<file path="src/rtl/ps2_pkg.sv">
// rtl/ps2_pkg.sv - shared PS/2 receiver definitions
// Purpose: frame FSM state encoding, scan-code prefix constants and a parity helper.
// Ports: none (package).
package ps2_pkg;

  // Frame FSM state encoding
  localparam logic [1:0] ST_IDLE   = 2'd0;
  localparam logic [1:0] ST_DATA   = 2'd1;
  localparam logic [1:0] ST_PARITY = 2'd2;
  localparam logic [1:0] ST_STOP   = 2'd3;

  // Scan-code prefix bytes
  localparam logic [7:0] PS2_PREFIX_EXT   = 8'hE0;
  localparam logic [7:0] PS2_PREFIX_BREAK = 8'hF0;

  // PS/2 uses odd parity: data bits plus parity bit must hold an odd number of ones
  function automatic logic odd_parity_ok(input logic [7:0] data, input logic par);
    return ^{data, par};
  endfunction

endpackage

</file>
<file path="src/rtl/ps2_frame_rx.sv">
// rtl/ps2_frame_rx.sv - PS/2 frame receiver (sync, edge detect, frame FSM, timeout)
// Purpose: recovers bytes from the PS/2 clock/data pair and flags bad frames.
// Ports:
//   CLOCK_50   in   system clock
//   reset      in   synchronous active-high reset
//   ps2_clk    in   asynchronous PS/2 clock
//   ps2_dat    in   asynchronous PS/2 data
//   byte_data  out  last correctly received byte
//   byte_valid out  one-cycle pulse, byte_data is new
//   parity_err out  one-cycle pulse, frame dropped on parity
//   frame_err  out  one-cycle pulse, frame dropped on stop bit or timeout
module ps2_frame_rx #(
  parameter int TIMEOUT_CYCLES = 50000
) (
  input  logic       CLOCK_50,
  input  logic       reset,
  input  logic       ps2_clk,
  input  logic       ps2_dat,
  output logic [7:0] byte_data,
  output logic       byte_valid,
  output logic       parity_err,
  output logic       frame_err
);
  import ps2_pkg::*;

  localparam int TW = $clog2(TIMEOUT_CYCLES + 1);

  logic [1:0]    clk_sync;
  logic [1:0]    dat_sync;
  logic          clk_prev;
  logic          fall;
  logic          dat_bit;
  logic [1:0]    state;
  logic [2:0]    bit_cnt;
  logic [7:0]    shift;
  logic          par_bit;
  logic [TW-1:0] tcnt;

  assign fall    = clk_prev & ~clk_sync[1];
  assign dat_bit = dat_sync[1];

  always_ff @(posedge CLOCK_50) begin
    if (reset) begin
      clk_sync   <= 2'b11;
      dat_sync   <= 2'b11;
      clk_prev   <= 1'b1;
      state      <= ST_IDLE;
      bit_cnt    <= 3'd0;
      shift      <= 8'd0;
      par_bit    <= 1'b0;
      tcnt       <= '0;
      byte_data  <= 8'd0;
      byte_valid <= 1'b0;
      parity_err <= 1'b0;
      frame_err  <= 1'b0;
    end else begin
      clk_sync   <= {clk_sync[0], ps2_clk};
      dat_sync   <= {dat_sync[0], ps2_dat};
      clk_prev   <= clk_sync[1];
      byte_valid <= 1'b0;
      parity_err <= 1'b0;
      frame_err  <= 1'b0;

      // Counts cycles since the last falling edge, only while a frame is open
      if (state == ST_IDLE || fall) begin
        tcnt <= '0;
      end else begin
        tcnt <= tcnt + TW'(1);
      end

      if (fall) begin
        case (state)
          ST_IDLE: begin
            // A high bit here is line noise or a frame tail; only a 0 opens a frame
            if (!dat_bit) begin
              state   <= ST_DATA;
              bit_cnt <= 3'd0;
            end
          end
          ST_DATA: begin
            shift   <= {dat_bit, shift[7:1]};
            bit_cnt <= bit_cnt + 3'd1;
            if (bit_cnt == 3'd7) begin
              state <= ST_PARITY;
            end
          end
          ST_PARITY: begin
            par_bit <= dat_bit;
            state   <= ST_STOP;
          end
          default: begin
            state <= ST_IDLE;
            // A bad stop bit outranks a parity failure
            if (!dat_bit) begin
              frame_err <= 1'b1;
            end else if (odd_parity_ok(shift, par_bit)) begin
              byte_data  <= shift;
              byte_valid <= 1'b1;
            end else begin
              parity_err <= 1'b1;
            end
          end
        endcase
      end else if (state != ST_IDLE && tcnt == TW'(TIMEOUT_CYCLES - 1)) begin
        state     <= ST_IDLE;
        bit_cnt   <= 3'd0;
        shift     <= 8'd0;
        frame_err <= 1'b1;
      end
    end
  end

endmodule

</file>
<file path="src/rtl/ps2_receiver.sv">
// rtl/ps2_receiver.sv - PS/2 keyboard receiver with scan-code prefix decoder
// Purpose: turns PS/2 frames into key events (code, break, extended).
// Ports:
//   CLOCK_50     in   system clock
//   reset        in   synchronous active-high reset
//   ps2_clk      in   asynchronous PS/2 clock
//   ps2_dat      in   asynchronous PS/2 data
//   byte_data    out  last correctly received byte
//   byte_valid   out  one-cycle pulse, byte_data is new
//   parity_err   out  one-cycle pulse, frame dropped on parity
//   frame_err    out  one-cycle pulse, frame dropped on stop bit or timeout
//   key_code     out  scan code of last key event
//   key_release  out  last event was a break
//   key_extended out  last event was E0-prefixed
//   key_valid    out  one-cycle pulse, key_* fields are new
module ps2_receiver #(
  parameter int TIMEOUT_CYCLES = 50000
) (
  input  logic       CLOCK_50,
  input  logic       reset,
  input  logic       ps2_clk,
  input  logic       ps2_dat,
  output logic [7:0] byte_data,
  output logic       byte_valid,
  output logic       parity_err,
  output logic       frame_err,
  output logic [7:0] key_code,
  output logic       key_release,
  output logic       key_extended,
  output logic       key_valid
);
  import ps2_pkg::*;

  logic ext_flag;
  logic rel_flag;

  ps2_frame_rx #(
    .TIMEOUT_CYCLES(TIMEOUT_CYCLES)
  ) u_rx (
    .CLOCK_50  (CLOCK_50),
    .reset     (reset),
    .ps2_clk   (ps2_clk),
    .ps2_dat   (ps2_dat),
    .byte_data (byte_data),
    .byte_valid(byte_valid),
    .parity_err(parity_err),
    .frame_err (frame_err)
  );

  always_ff @(posedge CLOCK_50) begin
    if (reset) begin
      ext_flag     <= 1'b0;
      rel_flag     <= 1'b0;
      key_code     <= 8'd0;
      key_release  <= 1'b0;
      key_extended <= 1'b0;
      key_valid    <= 1'b0;
    end else begin
      key_valid <= 1'b0;
      if (parity_err || frame_err) begin
        // A lost byte may have been part of this event, so drop pending prefixes
        ext_flag <= 1'b0;
        rel_flag <= 1'b0;
      end else if (byte_valid) begin
        if (byte_data == PS2_PREFIX_EXT) begin
          ext_flag <= 1'b1;
        end else if (byte_data == PS2_PREFIX_BREAK) begin
          rel_flag <= 1'b1;
        end else begin
          key_code     <= byte_data;
          key_extended <= ext_flag;
          key_release  <= rel_flag;
          key_valid    <= 1'b1;
          ext_flag     <= 1'b0;
          rel_flag     <= 1'b0;
        end
      end
    end
  end

endmodule

</file>
<file path="config.mk">
export PLATFORM = sky130hd
export DESIGN_NAME = ps2_receiver
export DESIGN_NICKNAME = d
export VERILOG_FILES = /design/src/rtl/ps2_pkg.sv /design/src/rtl/ps2_frame_rx.sv /design/src/rtl/ps2_receiver.sv
export SDC_FILE = /design/constraint.sdc
export NUM_CORES = 1
export LEC_CHECK = 0
export BUFFER_PORTS_ARGS = -buffer_cell sky130_fd_sc_hd__clkbuf_2
export CORE_ASPECT_RATIO = 1.75
export CORE_UTILIZATION = 62
export CTS_CLUSTER_DIAMETER = 150
export CTS_CLUSTER_SIZE = 30
export DETAILED_ROUTE_END_ITERATION = 12
export PLACE_DENSITY_LB_ADDON = 0.08
export SYNTH_ARGS = -nofsm -noshare
export SYNTH_HDL_FRONTEND = slang
export SYNTH_SLANG_ARGS = --single-unit
</file>
<file path="constraint.sdc">
create_clock -name CLOCK_50 -period 3.7 [get_ports CLOCK_50]
set_input_delay 0.74 -clock CLOCK_50 [delete_from_list [all_inputs] [get_ports CLOCK_50]]
set_output_delay 0.74 -clock CLOCK_50 [all_outputs]
set_load 0.02 [all_outputs]
</file>
Word-level counts from Yosys, hierarchy flattened. Index checks and enable logic that the tools add are counted.

Bits in registers: 59. Output and inout bits: 22.

Add/subtract/negate cells: 2. Equality and inequality tests: 11. Multiplexer cells: 22. Bitwise logic cells: 9. Reductions and logical operators: 20.

Operators with widths (number): $mux 8 (3); $add 16x1->16 const B (1); $eq 16x16->1 const B (1); $eq 8x8->1 const B (2); $mux 1 (10); $mux 3 (3); $ne 3x3->1 const B (3); $reduce_xor 9->1 (1); $mux 2 (4); $not 1->1 (8); $reduce_and 2->1 (4); $reduce_and 4->1 (2); $pmux 2 s3 (1); $pmux 3 s2 (1); $reduce_and 3->1 (2); $reduce_or 6->1 (1); $ne 2x2->1 const B (2); $reduce_bool 2->1 (2); $reduce_or 2->1 (2); $reduce_or 4->1 (1); $add 3x1->3 const B (1); $eq 3x3->1 const B (1); $reduce_or 3->1 (1); $eq 2x1->1 const B (1); other kinds (5) (6).

Depth between registers and ports, before layout. Gate-level depths: netlist of run 1.

Depth in word-level cells: 4. Depth in mapped cells: 8.

Cells and area by module. Synthesis of run 1 repeated with hierarchy kept, for this count alone.

Cells, all modules: 292. Area, all modules: 2623.8 um^2.

Modules (own cells, without submodules): ps2_frame_rx (times used 1, cells each 235, area an instance 2047.0 um^2); ps2_receiver (times used 1, cells each 57, area an instance 576.8 um^2).

Worst setup path before layout of run 1. No wires, ideal clock.

Path type: reg-to-reg. Start: register u_rx.byte_data[5]. End: register key_code[7]. Library setup time: 0.128 ns. Data arrival time: 1.909 ns. Slack: 1.664 ns. Stages on the path, launching flop included: 7. Clock period less this slack: 2.036 ns. Path through: dfxtp_1 > or4b_2 > o31ai_1 > or3_1 > buf_4 > mux2i_1 > nor2_1.

Cells in the longest elaborated chain, start to end: 3. Elaborated cells between the ends (all ways): 5.

RTL lines: from (decl) (line ps2_frame_rx.sv:19) `output logic [7:0] byte_data,`; from (signal assigned) (line ps2_frame_rx.sv:97) `byte_data <= shift;`; $eq 8x8->1, on equally long branches (line ps2_receiver.sv:67, ps2_receiver.sv:65); $not 1->1 (no line); $reduce_and 4->1 (no line) *; to (signal assigned) (line ps2_receiver.sv:70) `key_code <= byte_data;`; to (decl) (line ps2_receiver.sv:27) `output logic [7:0] key_code,`.

Mark *: on every way between the ends. The rest lies on a longest branch, timed or not. A chain may end at the register's enable or synchronous reset.

Final worst setup path of run 1.
Start: register u_rx.byte_data[1]. End: register key_extended.

Cells in the longest elaborated chain, start to end: 3. Elaborated cells between the ends (all ways): 5.

RTL lines: $eq 8x8->1, on equally long branches (line ps2_receiver.sv:67, ps2_receiver.sv:65); $not 1->1 (no line); $reduce_and 4->1 (no line) *; to (signal assigned) (line ps2_receiver.sv:71) `key_extended <= ext_flag;`; to (decl) (line ps2_receiver.sv:29) `output logic key_extended,`.

Marks and branches as above.

==> flow_summary_export.csv, run 1 <==
group,metric,value,unit
power,power.density,424.2,nW/um^2
worst_setup_path,reg2reg_depth,5,
power,vdd_drop_max,0.3739,mV
final_layout,multiInputGateArea,1172,sq um
sta,final_max_slew_viol_count,0,
final_layout,antennaDiodeCount,0,
final_layout,drive_above_1_share,16.23,%
outcome,status,"completed",
hold_path,hold_depth,1,
synth,synth.distinct_cells,32,
sta,post-route-period-util,63.04,%
place,numPortBuffers,25,
sta,fin_crit,2.332,ns
clock_tree,clk_pin_slew,0.06,ns
global_routing,grtUsageTotal,24.52,%
worst_setup_path,critPathRequiredTime,3.89,ns
sta,rsz0062_at_grt,"no",
power,p_sw,255.5,uW
power,swShare,21.74,%
detailed_routing,totalWireLength,4496,microns
detailed_routing,first_iter_violations,43,
power,leakage,0.001073,uW
final_layout,register_area,1181,sq um
global_routing,grt_pass1_wl,7755,microns
synth,yosys_warnings,0,
worst_setup_path,crit_type,"register to register",
floorplanning,io_pins,26,
global_routing,grt_pass1_vias,1846,
synth,syn_nets,291,
flow_run,cap_violations,0,
clock_tree,post_cts_buffers,0,
synth,synth_edf_count,0,
sta,fmaxAchievable,428.8,MHz
final_layout,nets,314,
hold_path,min_path_type,"register to register",
clock_tree,clockBufferDepth,2,
sta,final_hold_viol_count,0,
global_routing,grt_remaining_overflow,0,
final_layout,fillCellCount,335,
place,placed_area,2591,sq um
power,p_seq_share,54.6,%
clock_tree,h-tree-depth,3,
clock_tree,ctsHoldBuffers,0,
worst_setup_path,critPathArrivalTime,2.52,ns
place,place_inst,340,
final_layout,fin_cells,356,
power,power_frac_comb,1.8,%
detailed_routing,vias_per_cell,5.413,
power,power,1175,uW
clock_tree,cts_sinks,59,
sta,tns,0,ns
power,intPower,919.6,uW
detailed_routing,ant_nets,0,
clock_tree,cts_tree,"done",
synth,synthArstFlopShare,0,%
place,hpwl,3280,microns
detailed_routing,dr_total_vias,1927,
floorplanning,core_area,3829,sq um
worst_setup_path,crit_fanout,10,
worst_setup_path,cp-end-kind,"register",
floorplanning,dieWidth,49.68,microns
sta,maxSlewHeadroom,46.92,%
sta,worst_clock_skew,0.002934,ns
clock_tree,cts_root_buffer,"clkbuf_8",
global_routing,antenna_found_initial,0,
clock_tree,cts_resized,0,
global_routing,grt_max_degree,42,
synth,syn_area,2466,sq um
clock_tree,clock_latency,0.33,ns
sta,finalSetupViolCount,0,
final_layout,design_area,2770,sq um
floorplanning,die_h,85.43,microns
synth,syn_inst,280,
place,gp_congestion,0.7220,
synth,ys_ff_latch,59,
final_layout,area_growth,12.33,%
worst_setup_path,startpoint_type,"register",
synth,ys_seq_area_share,47.89,%
floorplanning,std_cell_rows,30,
detailed_routing,wire_per_inst,12.63,microns
power,clkPwrFrac,43.6,%
floorplanning,start_util,64.41,%
detailed_routing,drc,0,
synth,avgSynthCellArea,8.808,sq um
clock_tree,numCtsBuffers,9,
detailed_routing,dr.pass1.iters,4,
sta,worstMarginPinSlew,0.7962,ns
synth,ys.flop_type,"dfxtp_1",
floorplanning,die_area,4244,sq um
final timing paths:
kind,startpoint,to,slack [ns]
worst max register to register,u_rx.byte_data[1],key_extended,1.37
worst min register to register,u_rx.dat_sync[0],u_rx.dat_sync[1],0.41
worst max-delay path,u_rx.byte_data[1],key_extended,1.37
worst min-delay path,u_rx.dat_sync[0],u_rx.dat_sync[1],0.41
power groups by stage:
stage               registers (uW)  logic [uW]  clock network [uW]
floorplan                      657        13.8                   0
global placement               656        20.4                   0
detailed placement             656        20.8                   0
CTS                            642        20.8                 524
global route                   642        22.8                 554
finish                         642        20.8                 512
cell families (layout without fill, tap and decap cells):
kind of cell	after synthesis	count (layout)	synth area share, %
adder cells (fa/ha/maj)	7	7	3.551
AO/OA/AOI/OAI	39	39	8.169
multiplexers	10	10	4.059
AND/OR/NAND/NOR	117	117	23.69
buffers and inverters	27	55	4.566
flip-flops	59	59	47.89
XOR/XNOR	21	21	8.067
placed cells by master (no fill, tap or decap), types with 3 or more instances in the layout:
master,instances
a21oi_1,26
and3_1,3
clkbuf_2,25
clkbuf_8,11
clkinv_2,4
dfxtp_1,59
ha_1,7
inv_1,14
mux2i_1,10
nand2_1,21
nand2b_1,3
nand3_1,18
nand3b_1,3
nand4_1,4
nor2_1,32
nor2b_1,3
nor3_1,8
o21ai_0,10
or2_2,5
or3_1,9
xnor2_1,14
xor2_1,6
final cells by class:
| class | instances | area share, % |
|---|---|---|
| Sequential cell | 59 | 42.64 |
| Multi-Input combinational cell | 194 | 42.32 |
| Inverter | 14 | 1.897 |
| Clock buffer | 11 | 5.465 |
| Clock inverter | 5 | 0.9937 |
| Timing Repair Buffer | 25 | 4.517 |
| Tap cell | 48 | 2.168 |
through the flow:
step | hold WS, ns | util [%] | setup slack [ns]
finish | 0.4133 | 72.35 | 1.368
global route | 0.4189 | 72.35 | 1.193
CTS | 0.4150 | 72.35 | 1.341
detailed placement | 0.4003 | 67.68 | 1.347
global placement | 0.3919 | 67.68 | 1.450
floorplan | 0.3895 | - | 1.664
worst max-delay path, stage by stage (launching register included):
cell	delay [ns]
dfxtp_1	0.33
or4b_2	0.68
o31ai_1	0.36
or3_1	0.51
mux2i_1	0.26
nor2_1	0.06
Yosys cell counts (2+ instances only):
library cell | n | area [sq um]
dfxtp_1 | 59 | 1181
nor2_1 | 32 | 120.1
a21oi_1 | 26 | 130.1
nand2_1 | 21 | 78.83
nand3_1 | 18 | 90.09
inv_1 | 14 | 52.55
xnor2_1 | 14 | 122.6
clkbuf_1 | 11 | 41.29
mux2i_1 | 10 | 100.1
o21ai_0 | 10 | 50.05
or3_1 | 9 | 56.30
nor3_1 | 8 | 40.04
ha_1 | 7 | 87.58
xor2_1 | 6 | 52.55
or2_2 | 5 | 31.28
nand4_1 | 4 | 25.02
and3_1 | 3 | 18.77
nand2b_1 | 3 | 18.77
nand3b_1 | 3 | 22.52
nor2b_1 | 3 | 18.77
or3_2 | 2 | 15.01
or4_1 | 2 | 15.01
routing by layer:
layer,global-route usage (%),routed length [microns],vias to the layer above
met4,13.51,115,0
met5,0,0,-
li1,-,-,994
met1,22.38,1731,893
met3,8.781,143,12
met2,45.21,2506,28
flip-flops by register name, summed over array words and instances (netlist names):
signal	flops
key_code	8
key_extended	1
key_release	1
rel_flag	1
u_rx.frame_err	1
u_rx.bit_cnt	3
ext_flag	1
u_rx.byte_data	8
u_rx.tcnt	16
u_rx.clk_sync	2
u_rx.dat_sync	2
key_valid	1
u_rx.par_bit	1
u_rx.shift	8
u_rx.state	2
u_rx.parity_err	1
u_rx.clk_prev	1
u_rx.byte_valid	1
Power figures use the tool's default switching activity.
==> run 2: changes to the inputs <==
--- a/config.mk
+++ b/config.mk
@@ -7,7 +7,7 @@
 export LEC_CHECK = 0
 export BUFFER_PORTS_ARGS = -buffer_cell sky130_fd_sc_hd__clkbuf_2
 export CORE_ASPECT_RATIO = 1.75
-export CORE_UTILIZATION = 62
+export CORE_UTILIZATION = 52
 export CTS_CLUSTER_DIAMETER = 150
 export CTS_CLUSTER_SIZE = 30
 export DETAILED_ROUTE_END_ITERATION = 12
==> constraint.sdc (replaced) <==
create_clock -name CLOCK_50 -period 2 [get_ports CLOCK_50]
set_input_delay 0.4 -clock CLOCK_50 [delete_from_list [all_inputs] [get_ports CLOCK_50]]
set_output_delay 0.4 -clock CLOCK_50 [all_outputs]
set_load 0.02 [all_outputs]
==> run 2 against run 1 <==
Net effect:
- setup slack got worse by 1.3 ns
- cell area increased by 10%
- critical path type unchanged
- sequential power grew 85%
==> flow_summary_export.csv, run 2 (synthesis gave the netlist of run 1 again) <==
group,metric,value,unit
outcome,status,"completed",
sta,final.setup.worst_slack,0.08034,ns
worst_setup_path,critPathArrivalTime,2.19,ns
clock_tree,cts_sinks,59,
global_routing,grtUsageTotal,22.55,%
sta,maxSlewHeadroom,62.55,%
clock_tree,h-tree-depth,3,
place,hpwl,3553,microns
hold_path,min_path_type,"input pin to register",
clock_tree,cts_tree,"done",
final_layout,fin_util,67.94,%
worst_setup_path,crit_fanout,6,
sta,post-route-period-util,95.98,%
floorplanning,dieWidth,54.06,microns
detailed_routing,drc,0,
clock_tree,cts_root_buffer,"clkbuf_8",
final_layout,top_register,"u_rx.tcnt",
sta,worstMarginPinSlew,0.5618,ns
global_routing,antenna_found_initial,0,
place,gp_congestion,0.7307,
detailed_routing,wire_per_inst,13.14,microns
place,numPortBuffers,25,
worst_setup_path,crit_path_top_delay_cell,"dfxtp_1",
detailed_routing,first_iter_violations,30,
sta,rsz0062_at_grt,"no",
global_routing,grt_pass1_wl,7983,microns
clock_tree,clock_latency,0.33,ns
clock_tree,numCtsBuffers,9,
floorplanning,start_util,54.99,%
final_layout,area_growth,23.54,%
place,placed_area,2740,sq um
place,dp_slack,0.01905,ns
power,power.density,774.4,nW/um^2
clock_tree,clk_pin_slew,0.06,ns
worst_setup_path,startpoint_type,"register",
worst_setup_path,max_stage_delay,0.40,ns
sta,fmaxAchievable,520.9,MHz
clock_tree,clockBufferDepth,2,
floorplanning,die_area,5033,sq um
sta,worst_clock_skew,0.006917,ns
floorplanning,std_cell_rows,32,
final_layout,drive_above_1_share,22.73,%
worst_setup_path,critical_path_buf_inv_count,1,
floorplanning,io_pins,26,
final_layout,fillCellCount,398,
power,vdd_drop_max,0.6059,mV
floorplanning,core_area,4484,sq um
detailed_routing,vias_per_cell,5.286,
global_routing,grt_max_degree,41,
detailed_routing,dr_total_vias,2014,
final_layout,nets,337,
worst_setup_path,critPathRequiredTime,2.27,ns
floorplanning,die_h,93.10,microns
global_routing,grt_remaining_overflow,0,
final_layout,antennaDiodeCount,0,
clock_tree,ctsHoldBuffers,0,
sta,final_max_slew_viol_count,0,
worst_setup_path,crit_type,"register to register",
final_layout,layout_common_cells,"dfxtp_1, nor2_1, a21oi_1, clkbuf_2",
worst_setup_path,cp_common_cell,"xnor2_1",
sta,final_hold_viol_count,0,
detailed_routing,totalWireLength,5006,microns
detailed_routing,ant_nets,0,
worst_setup_path,critPathTopFamily,"XOR/XNOR gates",
final_layout,design_area,3047,sq um
power,leakage,0.001227,uW
sta,tns,0,ns
global_routing,grt_pass1_vias,1927,
final_layout,largest_reg_flops,16,
worst_setup_path,cp_cell_sequence,"xnor2_1, xnor2_1, xnor3_2, buf_4, or3_1, a21oi_1",
sta,finalSetupViolCount,0,
sta,holdWs,0.2433,ns
detailed_routing,dr.pass1.iters,4,
flow_run,cap_violations,0,
sta,fin_crit,1.920,ns
worst_setup_path,cp-end-kind,"register",
final_layout,final_common_cell,"dfxtp_1",
[run 2: per-stage QoR]
step	cells	power (uW)
floorplan	280	1241
global placement	360	1256
detailed placement	360	1256
CTS	375	2379
global route	381	2445
finish	381	2359
[run 2: metal layers]
metal	part of all wire, %	vias to the layer above	wire length, microns	global-route usage, %
li1	-	1038	-	-
met1	38	928	1884	18.87
met2	56	34	2794	42.39
met3	3.3	14	164	7.317
met4	3.2	0	162	12.82
met5	0	-	0	0
[run 2: timing repair]
item	in CTS	in global routing
setup endpoints to repair	0	15
gates resized for setup	0	6
buffers inserted	0	5
[run 2: layout make-up]
type	count	area [sq um]	share of cell area, %
Multi-Input combinational cell	195	1234	40.49
Sequential cell	59	1181	38.77
Timing Repair Buffer	47	302.8	9.938
Clock buffer	14	182.7	5.996
Tap cell	51	63.81	2.094
Inverter	14	52.55	1.725
Clock inverter	1	30.03	0.9856
[run 2: final timing paths]
kind                          from                 to  slack (ns)  depth (start not counted)
setup / recovery     u_rx.shift[2]  u_rx.byte_data[3]        0.08                          6
hold / removal             ps2_dat   u_rx.dat_sync[0]        0.24                          2
setup reg to reg     u_rx.shift[2]  u_rx.byte_data[3]        0.08                          6
hold reg to reg   u_rx.dat_sync[0]   u_rx.dat_sync[1]        0.41                          1
[run 2: power by group]
group / internal, uW / switching, uW / leakage (uW)
Combinational: 15.6 / 27.5 / 0.000642
Sequential: 1180 / 5.59 / 0.000476
Clock: 705 / 423 / 0.000109
